[config.mk]
export PLATFORM = sky130hd
export DESIGN_NAME = output_buffer
export DESIGN_NICKNAME = d
export VERILOG_FILES = /design/src/rtl/output_buffer.sv
export SDC_FILE = /design/constraint.sdc
export NUM_CORES = 1
export LEC_CHECK = 0
export ABC_AREA = 0
export BUFFER_PORTS_ARGS = -buffer_cell sky130_fd_sc_hd__buf_2
export CAP_MARGIN = 40
export CORE_MARGIN = 2
export CORE_UTILIZATION = 60
export CTS_CLUSTER_DIAMETER = 50
export DETAILED_ROUTE_END_ITERATION = 12
export PLACE_DENSITY_LB_ADDON = 0.05
export SYNTH_ARGS = -nofsm -noshare
export SYNTH_HDL_FRONTEND = slang
export SYNTH_SLANG_ARGS = --single-unit
[constraint.sdc]
create_clock -name clk -period 23.3 [get_ports clk]
set_input_delay 2.33 -clock clk [delete_from_list [all_inputs] [get_ports clk]]
set_output_delay 2.33 -clock clk [all_outputs]
set_load 0.005 [all_outputs]
[src/rtl/output_buffer.sv]
// Output buffer: DEPTH-entry result store with per-entry valid bits and a wrapping valid/ready drain.
// Optional occupancy counter built only when OUTPUT_BUFFER_OCC_EN is defined (otherwise occupancy = 0).
//
// state  | meaning
// IDLE   | waiting for drain_start with a non-zero count
// LOAD   | first drained entry goes into the output register
// SEND   | word presented; each handshake releases it and loads the next
// DONE   | one-cycle drain_done pulse, then back to IDLE
module output_buffer #(
    parameter int DATA_W = 32,
    parameter int DEPTH  = 16,
    parameter int ADDR_W = 4
) (
    input  logic              clk,
    input  logic              rst,
    input  logic              wr_en,
    input  logic [ADDR_W-1:0] wr_addr,
    input  logic [DATA_W-1:0] wr_data,
    input  logic              drain_start,
    input  logic [ADDR_W-1:0] drain_base,
    input  logic [ADDR_W:0]   drain_count,
    output logic              out_valid,
    input  logic              out_ready,
    output logic [DATA_W-1:0] out_data,
    output logic [ADDR_W-1:0] out_addr,
    output logic              out_last,
    output logic              busy,
    output logic              drain_done,
    output logic              rd_unwritten,
    output logic [ADDR_W:0]   occupancy
);
    typedef enum logic [1:0] {S_IDLE, S_LOAD, S_SEND, S_DONE} state_t;

    localparam logic [ADDR_W:0] DEPTH_CNT = (ADDR_W+1)'(DEPTH);

    state_t              state, state_nxt;
    logic [DATA_W-1:0]   mem [DEPTH];
    logic [DEPTH-1:0]    vld, vld_nxt;
    logic [ADDR_W-1:0]   ptr, ptr_nxt, load_ptr;
    logic [ADDR_W:0]     remaining, remaining_nxt;
    logic                hs, load, load_last, start_ok, bypass, load_vld;
    logic [DATA_W-1:0]   load_data;

    assign hs         = out_valid && out_ready;
    assign busy       = (state != S_IDLE);
    assign drain_done = (state == S_DONE);

    always_comb begin
        state_nxt     = state;
        ptr_nxt       = ptr;
        remaining_nxt = remaining;
        load          = 1'b0;
        load_ptr      = ptr;
        load_last     = 1'b0;
        start_ok      = 1'b0;
        case (state)
            S_IDLE: begin
                if (drain_start && drain_count != '0) begin
                    start_ok      = 1'b1;
                    ptr_nxt       = drain_base;
                    remaining_nxt = (drain_count > DEPTH_CNT) ? DEPTH_CNT : drain_count;
                    state_nxt     = S_LOAD;
                end
            end
            S_LOAD: begin
                load      = 1'b1;
                load_last = (remaining == (ADDR_W+1)'(1));
                state_nxt = S_SEND;
            end
            S_SEND: begin
                if (hs) begin
                    remaining_nxt = remaining - 1'b1;
                    if (remaining != (ADDR_W+1)'(1)) begin
                        // next entry loads in the handshake cycle for 1 word/cycle
                        ptr_nxt   = ptr + 1'b1;
                        load_ptr  = ptr + 1'b1;
                        load      = 1'b1;
                        load_last = (remaining == (ADDR_W+1)'(2));
                    end else begin
                        state_nxt = S_DONE;
                    end
                end
            end
            S_DONE: state_nxt = S_IDLE;
            default: state_nxt = S_IDLE;
        endcase
    end

    // a write landing on the entry being loaded is forwarded and counts as valid
    assign bypass    = wr_en && (wr_addr == load_ptr);
    assign load_data = bypass ? wr_data : mem[load_ptr];
    assign load_vld  = bypass || vld[load_ptr];

    always_comb begin
        vld_nxt = vld;
        if (hs)
            vld_nxt[out_addr] = 1'b0;
        if (wr_en)
            vld_nxt[wr_addr] = 1'b1;
    end

    always_ff @(posedge clk or posedge rst) begin
        if (rst) begin
            state     <= S_IDLE;
            ptr       <= '0;
            remaining <= '0;
            vld       <= '0;
        end else begin
            state     <= state_nxt;
            ptr       <= ptr_nxt;
            remaining <= remaining_nxt;
            vld       <= vld_nxt;
        end
    end

    always_ff @(posedge clk or posedge rst) begin
        if (rst) begin
            for (int i = 0; i < DEPTH; i++)
                mem[i] <= '0;
        end else if (wr_en) begin
            mem[wr_addr] <= wr_data;
        end
    end

    always_ff @(posedge clk or posedge rst) begin
        if (rst) begin
            out_valid    <= 1'b0;
            out_data     <= '0;
            out_addr     <= '0;
            out_last     <= 1'b0;
            rd_unwritten <= 1'b0;
        end else begin
            if (load) begin
                out_valid <= 1'b1;
                out_data  <= load_data;
                out_addr  <= load_ptr;
                out_last  <= load_last;
            end else if (hs) begin
                out_valid <= 1'b0;
                out_last  <= 1'b0;
            end
            if (start_ok)
                rd_unwritten <= 1'b0;
            else if (load && !load_vld)
                rd_unwritten <= 1'b1;
        end
    end

`ifdef OUTPUT_BUFFER_OCC_EN
    logic occ_inc, occ_dec;
    assign occ_inc = wr_en && !vld[wr_addr];
    // a clear that is overridden by a same-entry write leaves the bit set
    assign occ_dec = hs && vld[out_addr] && !(wr_en && wr_addr == out_addr);

    always_ff @(posedge clk or posedge rst) begin
        if (rst)
            occupancy <= '0;
        else if (occ_inc && !occ_dec)
            occupancy <= occupancy + 1'b1;
        else if (occ_dec && !occ_inc)
            occupancy <= occupancy - 1'b1;
    end
`else
    assign occupancy = '0;
`endif

endmodule

# Yosys cells after proc, flatten, opt, wreduce, memory -nomap -nowiden
# Index checks and enable logic that the tools add are counted.
dict set report word_totals {
  register_bits 578
  in_bits 50
  out_inout_bits 46
  word_cells 110
}
dict set report op_classes {
  add_sub_neg 2
  magnitude_cmp 9
  n_eq_ne 10
  muxes 41
  n_bitwise 5
  n_reduce_logical 18
}
# cell count
set op_table {}
lappend op_table {{$bwmux W512} 1}
lappend op_table {{$bmux W32 S4} 1}
lappend op_table {{$demux W32 S4} 1}
lappend op_table {{$mux W32} 4}
lappend op_table {{$mux W16} 2}
lappend op_table {{$and A16 B16 Y16} 1}
lappend op_table {{$mux W4} 4}
lappend op_table {{$not A16 Y16} 1}
lappend op_table {{$or A16 B16 Y16} 1}
lappend op_table {{$lt A4 B5 Y1 const B} 3}
lappend op_table {{$mux W5} 3}
lappend op_table {{$mux W1} 14}
lappend op_table {{$ge A5 B5 Y1 const B} 2}
lappend op_table {{$not A4 Y5} 2}
lappend op_table {{$pmux W5 S2} 1}
lappend op_table {{$demux W1 S4} 2}
lappend op_table {{$ge A4 B1 Y1 const B} 2}
lappend op_table {{$pmux W2 S4} 1}
lappend op_table {{$pmux W4 S2} 1}
lappend op_table {{$reduce_bool A2 Y1} 4}
lappend op_table {{$logic_and A1 B1 Y1} 7}
lappend op_table {{$mux W2} 3}
lappend op_table {{$ne A2 B2 Y1 const B} 3}
lappend op_table {{$reduce_and A3 Y1} 2}
lappend op_table {{other kinds (17)} 19}

# Longest topological paths before layout
# Gate-level depths: netlist (run 1).
dict set report depth {
  depth_word 11
  depth_mapped 13
  depth_no_buf 9
}

# Worst setup path after synthesis (run 1)
# OpenSTA, ideal clock, no wires.
dict set report synth_timing {
  path_type {input port to flip-flop}
  start {input port out_ready}
  end {register out_data[14]}
  setup_ps 125
  arrival_time_ps 4088
  t_required_ps 23175
  setup_slack_ps 19087
  stages 8
  path_buffers 2
  path_cell_list {nand2_1 nor3_1 xor3_1 or3_1 buf_2 nand2_1 clkbuf_2 o21ai_1}
}
dict set report synth_between {
  elab_chain_cells 8
  word_cells_on_any_way 12
  classes_between {eq/ne (1); mux (8); bitwise (1); reduce/logical (2)}
}
# item line_no
set synth_rtl {}
lappend synth_rtl {{from (decl)} 23} ;# input logic out_ready,
lappend synth_rtl {{$logic_and A1 B1 Y1 *} 44} ;# assign hs = out_valid && out_ready;
lappend synth_rtl {{$mux W4} 71} ;# if (hs) begin
lappend synth_rtl {{$mux W4} 56} ;# case (state)
lappend synth_rtl {{$not A4 Y5 (not written as such)} 91} ;# assign load_data = bypass ? wr_data : mem[load_ptr];
lappend synth_rtl {{$bmux W32 S4} 91}
lappend synth_rtl {{$mux W32 (not written as such) (2 in series)} 91}
lappend synth_rtl {{$mux W32} 91}
lappend synth_rtl {{to (signal assigned)} 135} ;# out_data <= load_data;
lappend synth_rtl {{to (decl)} 24} ;# output logic [DATA_W-1:0] out_data,
# Every way passes the cells marked *; elsewhere a longest branch is shown, timed or not. The select of a mux whose other input is x is not followed.
# A chain may end at the register's enable or synchronous reset.

# Worst setup path after layout (run 1)
dict set report layout_timing {
  start {input port out_ready}
  end {register out_data[8]}
}
# The elaborated chain is that of the path after synthesis.

==> results.md, run 1 <==
* Hold Path Stages at 1
* Starting Density at 0.6044
* Crit Reg-Reg Endpoint: out_data[14]$_DFFE_PP0P_
* Final-report hold violation count at 0
* Ys async rst share at 1.000
* DRT iter0 DRCs at 1696
* PwrDens at 129.3 nW/µm²
* Clock H-tree levels at 2
* Residual DRC at 0
* HPWL after DPL at 42220 µm
* Largest family of logic cells by synthesized area: multiplexers
* IO Pins at 96
* Post-CTS sizing at 0
* Clock sink count at 578
* Post-DR wirelength/cell at 26.84 µm
* Area Overhead vs Synth at 10.68%
* CP Max Fanout at 61
* Maximum VDD drop at 0.1039 mV
* Post-layout util at 0.6689
* Post-synth EDFFs at 0
* Gpl congestion at 0.8254
* Total GRT Usage at 0.3224
* Layout cells sized above 1 at 0.4012
* Yosys warning total at 0
* Die ar. at 48340 µm²
* Hold Buf Count CTS at 0
* Worst path most repeated cell: buf_4
* Flop2flop setup slack at 18.72 ns
* Crit-path cells: buf_2, nand3_1, o21ai_4, buf_4, mux2_2, buf_4, o221ai_1, o21ai_1, o311ai_1, a21oi_1
* Ant diodes at 0
* HP Start: mem[338]$_DFFE_PP0P_
* Routed Antenna Nets at 0
* Clock Path Buffers at 3
* Min Tclk post-route at 5.247 ns
* Die Width at 219.9 µm
* FF+latch count, synth at 578
* Cell Rows at 79
* Commonest cells after routing, fill and taps aside: dfrtp_1, mux2_2, o22ai_1
* Relative slew slack at 0.3665
* Synth unique cells at 62
* Number of global-route vias before repair at 19884
* First-pass GRT wire length at 118300 µm
* Ys flop type: dfrtp_1
* Synth Area in XOR/XNOR at 0.004028
* DR pass1 iterations at 5
* Post-synthesis adder-cell area fraction at 0.003580
* Hold endpoint: mem[338]$_DFFE_PP0P_
* Nets at 2243
* CP top delay family: buffers and inverters
* Setup bufs post-CTS at 0
* Max-slew violation count at 0
* Synth Area in Compound Gates at 0.1195
* Max incr delay on CP at 0.81 ns
* Run status: completed
* Mux contribution to synthesized area at 0.2742
* Vias at 19276
* RSZ-0062 raised after global routing: no
* Critical Path AT at 5.77 ns
* Simple-gate share of the synthesized area at 0.04448
* Pin count of the biggest net entering global routing at 170
* Tcrit/Tclk final at 0.2252
* Critical path buffers and inverters at 3
* Die Y at 219.9 µm
* Leak at 13.10 nW
* Clk_skew at 0.01232 ns
* Core ar. at 46260 µm²
* Fmax at 0.1906 GHz
* Antenna violations before repair at 1
* Worst R2R Path Depth at 10
* Pin slew with the least headroom to its limit at 0.9502 ns
* Worst-skew pair later-pin latency at 0.62 ns
* GR Overflow Total at 0
* Mapped cell area at 27960 µm²
* CP endpoint kind: register
* Gate Count Post-Synth at 2192
* Reg clk slew, reported paths at 0.06 ns
* Routed vias/inst at 6.780
* CTS buffer count at 61
* Reg2Reg Launch Point: ptr[1]$_DFFE_PP0P_
* Syn_area_per_cell at 12.75 µm²
* Drt total wl at 76300 µm
* Crit-path slowest cell: buf_4
* Max-cap violation count at 0
* Min-delay worst type: register to register
* Crit start category: primary input
* Most common library cell in the layout ignoring fill and taps: dfrtp_1
* Buffers added on ports at 90
* Crit Path Category: primary input to register
* Setup-failing EPs final at 0
* Root Driver: clkbuf_16
* Worst Path Required at 23.83 ns
* CTS tree: yes
* Sequential fraction of the synthesis area at 0.5173
* Final TNS setup at 0 ns
-- logic make-up (layout without fill, tap and decap cells) --
group,Yosys count,after routing
muxes,629,629
DFF,578,578
AOI/OAI and AO/OA,493,493
and+or+nand+nor,242,242
buffers and inverters,233,273
adders and majority gates,8,8
xor gates and xnor gates,8,8
other,1,5
-- Yosys cell counts (9+ instances only) --
cell       number  share of area
dfrtp_1       578           0.52
o22ai_1       102          0.023
inv_1          13         0.0017
nor3_1         53         0.0095
nand3_1         9         0.0016
a311oi_1       15         0.0047
mux2_2        544           0.22
mux2i_1        30          0.011
a2111oi_0      13         0.0041
nand2b_1       12         0.0027
o221ai_1       82          0.026
a21oi_1        90          0.016
o221a_2        13         0.0052
and3_1         22         0.0049
o21ai_1        27         0.0048
o21ai_0        76          0.014
o211ai_1       12         0.0032
o311ai_1       11         0.0034
nor2b_1        17         0.0038
nor2_1         51         0.0068
mux4_2         55          0.044
buf_1          20         0.0027
o32ai_1        14         0.0044
buf_2          48         0.0086
clkbuf_1      134          0.018
nand2_1        46         0.0062
-- metrics by stage --
stage,cell area [µm²],hold slack [ns],worst slack (ns),std cells,power (mW)
after global routing,30940,0.5113,17.94,2843,4.209
after CTS,30940,0.5034,18.19,2843,4.001
after detailed placement,28890,0.4896,17.56,2729,3.014
after global placement,28700,0.4783,17.62,2720,2.944
final,30940,0.5001,18.05,2843,4.000
after floorplan,27970,0.4638,4.799,2196,2.560
-- worst max-delay path by stage --
stage              start                       end  slack (ns)  depth (start not counted)
5_1_grt        out_ready   out_data[8]$_DFFE_PP0P_       17.94                         10
3_3_place_gp   out_ready  out_data[25]$_DFFE_PP0P_       17.62                         10
2_1_floorplan        rst        mem[0]$_DFFE_PP0P_        4.80                          1
4_1_cts        out_ready   out_data[8]$_DFFE_PP0P_       18.19                         10
3_5_place_dp   out_ready   out_data[9]$_DFFE_PP0P_       17.56                         10
6_report       out_ready   out_data[8]$_DFFE_PP0P_       18.05                         10
-- report_power, final --
part / internal (mW) / switching [mW] / leakage (nW) / total (mW)
Combinational: 0.694 / 0.849 / 5.03 / 1.54
Clock: 0.577 / 0.405 / 1.03 / 0.982
Sequential: 1.27 / 0.205 / 7.04 / 1.47
Total: 2.54 / 1.46 / 13.1 / 4.00
-- state kept, by name, summed over array words and instances (netlist names) --
name,count
out_addr,4
mem,512
out_last,1
vld,16
remaining,5
ptr,4
out_valid,1
state,2
out_data,32
rd_unwritten,1
-- metal layers --
layer | global-route usage | routed length (µm) | part of all wire
met1 | 0.4490 | 32550 | 0.43
met2 | 0.5267 | 36850 | 0.48
met3 | 0.05217 | 5050 | 0.066
met4 | 0.09284 | 1831 | 0.024
met5 | 0 | 12 | 0.00016
-- final cells by class --
type                       instances  area (µm²)
sequential                       578       14470
clock inverter                    25       259.0
clock buffer                      89        1793
inverter                          13       56.30
multi-input combinational       1385       12600
timing repair buffer             146        1003
fill                            3420       15320
tap                              607       759.5
No activity file was read; power rests on OpenSTA's default activity.
==> inputs of run 2 (changes only) <==
--- a/config.mk
+++ b/config.mk
@@ -9,7 +9,7 @@
 export BUFFER_PORTS_ARGS = -buffer_cell sky130_fd_sc_hd__buf_2
 export CAP_MARGIN = 40
 export CORE_MARGIN = 2
-export CORE_UTILIZATION = 60
+export CORE_UTILIZATION = 56
 export CTS_CLUSTER_DIAMETER = 50
 export DETAILED_ROUTE_END_ITERATION = 12
 export PLACE_DENSITY_LB_ADDON = 0.05
==> constraint.sdc (replaced) <==
create_clock -name clk -period 4.6 [get_ports clk]
set_input_delay 0.46 -clock clk [delete_from_list [all_inputs] [get_ports clk]]
set_output_delay 0.46 -clock clk [all_outputs]
set_load 0.005 [all_outputs]
==> run 2 against run 1 <==
Compared with the run above: wire length rose by 3.6%; via count rose by 1.2%; critical path depth rose by 1; combinational power rose to 5.2 times the previous value; total power rose to 5.3 times the previous value; final cell count rose by 2.9%; critical endpoint is now out_data[25]$_DFFE_PP0P_.
==> results.md, run 2 (synthesized netlist as in run 1, its figures left out) <==
* Post-route cell area at 31560 µm² (+2.0%)
* Clock H-tree levels at 3 (+1)
* Total area of sequential cells at 14470 µm² (unchanged)
* RSZ-0062 raised after global routing: no
* CTS buffer count at 68 (+11%)
* Nets at 2266 (+1.0%)
* Max-cap violation count at 0 (unchanged)
* GR Overflow Total at 0 (unchanged)
* Crit Path Category: register to register
* Commonest cells after routing, fill and taps aside: dfrtp_1, mux2_2, o22ai_1
* Pin count of the biggest net entering global routing at 143 (-16%)
* Vias at 19513 (+1.2%)
* Reg clk slew, reported paths at 0.06 ns (about the same)
* Die Y at 227.4 µm (+3.4%)
* Most used routing layer: met2
* Tcrit/Tclk final at 0.7805
* Crit start category: register
* Hold Path Stages at 3 (+2)
* Worst Path Required at 5.13 ns (-18.70 ns)
* Worst hold slack at 0.1336 ns (-0.3665 ns)
* Inst Count DP at 2801 (+2.6%)
* Relative slew slack at 0.4052 (+0.03871)
* Largest regs: mem x512, out_data x32, vld x16
* PwrDens at 670.8 nW/µm² (+420%)
* Post-layout util at 0.6422 (-0.02676)
* Reg with most FFs: mem
* Max-slew violation count at 0 (unchanged)
* HPWL after DPL at 47470 µm (+12%)
* Setup-failing EPs final at 0 (unchanged)
* IO Pins at 96 (unchanged)
* Leak at 13.35 nW (+1.9%)
* Critical Path AT at 4.12 ns (-1.65 ns)
* Crit Reg-Reg Endpoint: out_data[25]$_DFFE_PP0P_
* Fill cells at 3746 (+9.5%)
* Routed Antenna Nets at 0 (unchanged)
* Residual DRC at 0 (unchanged)
* Min Tclk post-route at 3.590 ns
* Flop2flop setup slack at 1.01 ns (-17.71 ns)
* Run status: completed
* Number of global-route vias before repair at 19547 (-1.7%)
* M1 GR Usage at 0.4310 (-0.01801)
* DR pass1 iterations at 5 (unchanged)
* Maximum VDD drop at 0.4547 mV (+340%)
* CTS tree: yes
* Gpl congestion at 0.8232 (-0.27%)
* First-pass GRT wire length at 120900 µm (+2.2%)
* Post-DR wirelength/cell at 27.01 µm (+0.63%)
* Final-report hold violation count at 0 (unchanged)
* Worst Setup SP: state[0]$_DFFE_PP0P_
* Root Driver: clkbuf_16
* Buffers added on ports at 90 (unchanged)
* Die Width at 227.4 µm (+3.4%)
* Hold endpoint: remaining[0]$_DFFE_PP0P_
* CP endpoint kind: register
* DRT iter0 DRCs at 1570 (-7.4%)
* Worst R2R Path Depth at 11 (+1)
* Max FFs per register at 512 (unchanged)
* Pin slew with the least headroom to its limit at 0.8853 ns (-0.06487 ns)
* Layout cells sized above 1 at 0.4082 (+0.007064)
* Most common library cell in the layout ignoring fill and taps: dfrtp_1
* CP Max Fanout at 31 (-49%)
* Final cell count without fillers at 2926 (+2.9%)
* Area Overhead vs Synth at 12.90%
* Total GRT Usage at 0.3117 (-0.01065)
* Clock sink count at 578 (unchanged)
* Die ar. at 51730 µm² (+7.0%)
* Routed vias/inst at 6.669 (-1.6%)
* Min-delay worst type: primary input to register
* Drt total wl at 79020 µm (+3.6%)
* Core ar. at 49150 µm² (+6.3%)
* Clk_skew at 0.01821 ns (+0.005897 ns)
* Area of the multi-input gates at 12600 µm² (unchanged)
* Cell Rows at 81 (+2.5%)
* Worst-skew pair later-pin latency at 0.60 ns (-0.02 ns)
* M2 GR Usage at 0.5030 (-0.02368)
* Fmax at 0.2785 GHz
* Clock Path Buffers at 3 (unchanged)
* HP Start: drain_count[0]
* Reg2Reg Launch Point: state[0]$_DFFE_PP0P_
* Post-DP Area at 29150 µm² (+0.91%)
* Grt met3 use at 0.05188 (-0.0002896)
* Starting Density at 0.5688 (-0.03558)
* Antenna violations before repair at 1 (unchanged)
run 2: power by group:
part / switching (mW) / internal, mW
registers: 1.01 / 6.43
clock network: 2.21 / 3.50
logic: 4.41 / 3.61
run 2: area by class of cell:
cell class	instances	area share
Clock inverter	26	0.01150
Tap cell	664	0.02632
Sequential cell	578	0.4585
Inverter	13	0.001665
Multi-Input combinational cell	1385	0.3992
Antenna cell	1	0.00007928
Timing Repair Buffer	162	0.03825
Clock buffer	97	0.06449
run 2: timing repair:
item	in CTS	in global routing
setup buffers	0	0
hold buffers	1	0
hold endpoints to repair	17	0
gates resized for setup	0	0
run 2: stage by stage:
stage | worst slack (ns) | setup TNS (ns) | power (mW)
CTS | 1.041 | 0 | 21.19
finish | 1.010 | 0 | 21.17
global placement | 1.058 | 0 | 15.23
global route | 0.7963 | 0 | 22.25
floorplan | -3.736 | -2159.12 | 12.97
detailed placement | 1.041 | 0 | 15.45
run 2: per-layer routing:
layer	vias to the layer above	share of wire	routed length (µm)
li1	8368	-	-
met1	10323	0.43	34250
met2	648	0.48	38050
met3	172	0.057	4472
met4	2	0.028	2234
met5	-	0.00014	11
run 2: worst max-delay path by stage:
stage	end	slack, ns	cells after the start
after floorplan	mem[0]$_DFFE_PP0P_	-3.74	1
after global placement	out_data[25]$_DFFE_PP0P_	1.06	11
after detailed placement	out_data[25]$_DFFE_PP0P_	1.04	11
after CTS	out_data[25]$_DFFE_PP0P_	1.04	11
after global routing	out_data[15]$_DFFE_PP0P_	0.80	11
final	out_data[25]$_DFFE_PP0P_	1.01	11
run 2: critical path: stages (launching register included):
cell	delay, ns
dfrtp_1	0.41
inv_1	0.09
ha_1	0.27
buf_4	0.22
nand3_1	0.35
o31ai_1	0.52
nand2_2	0.50
buf_12	0.37
a311oi_1	0.32
o221a_2	0.25
o32ai_1	0.07
o21ai_1	0.12
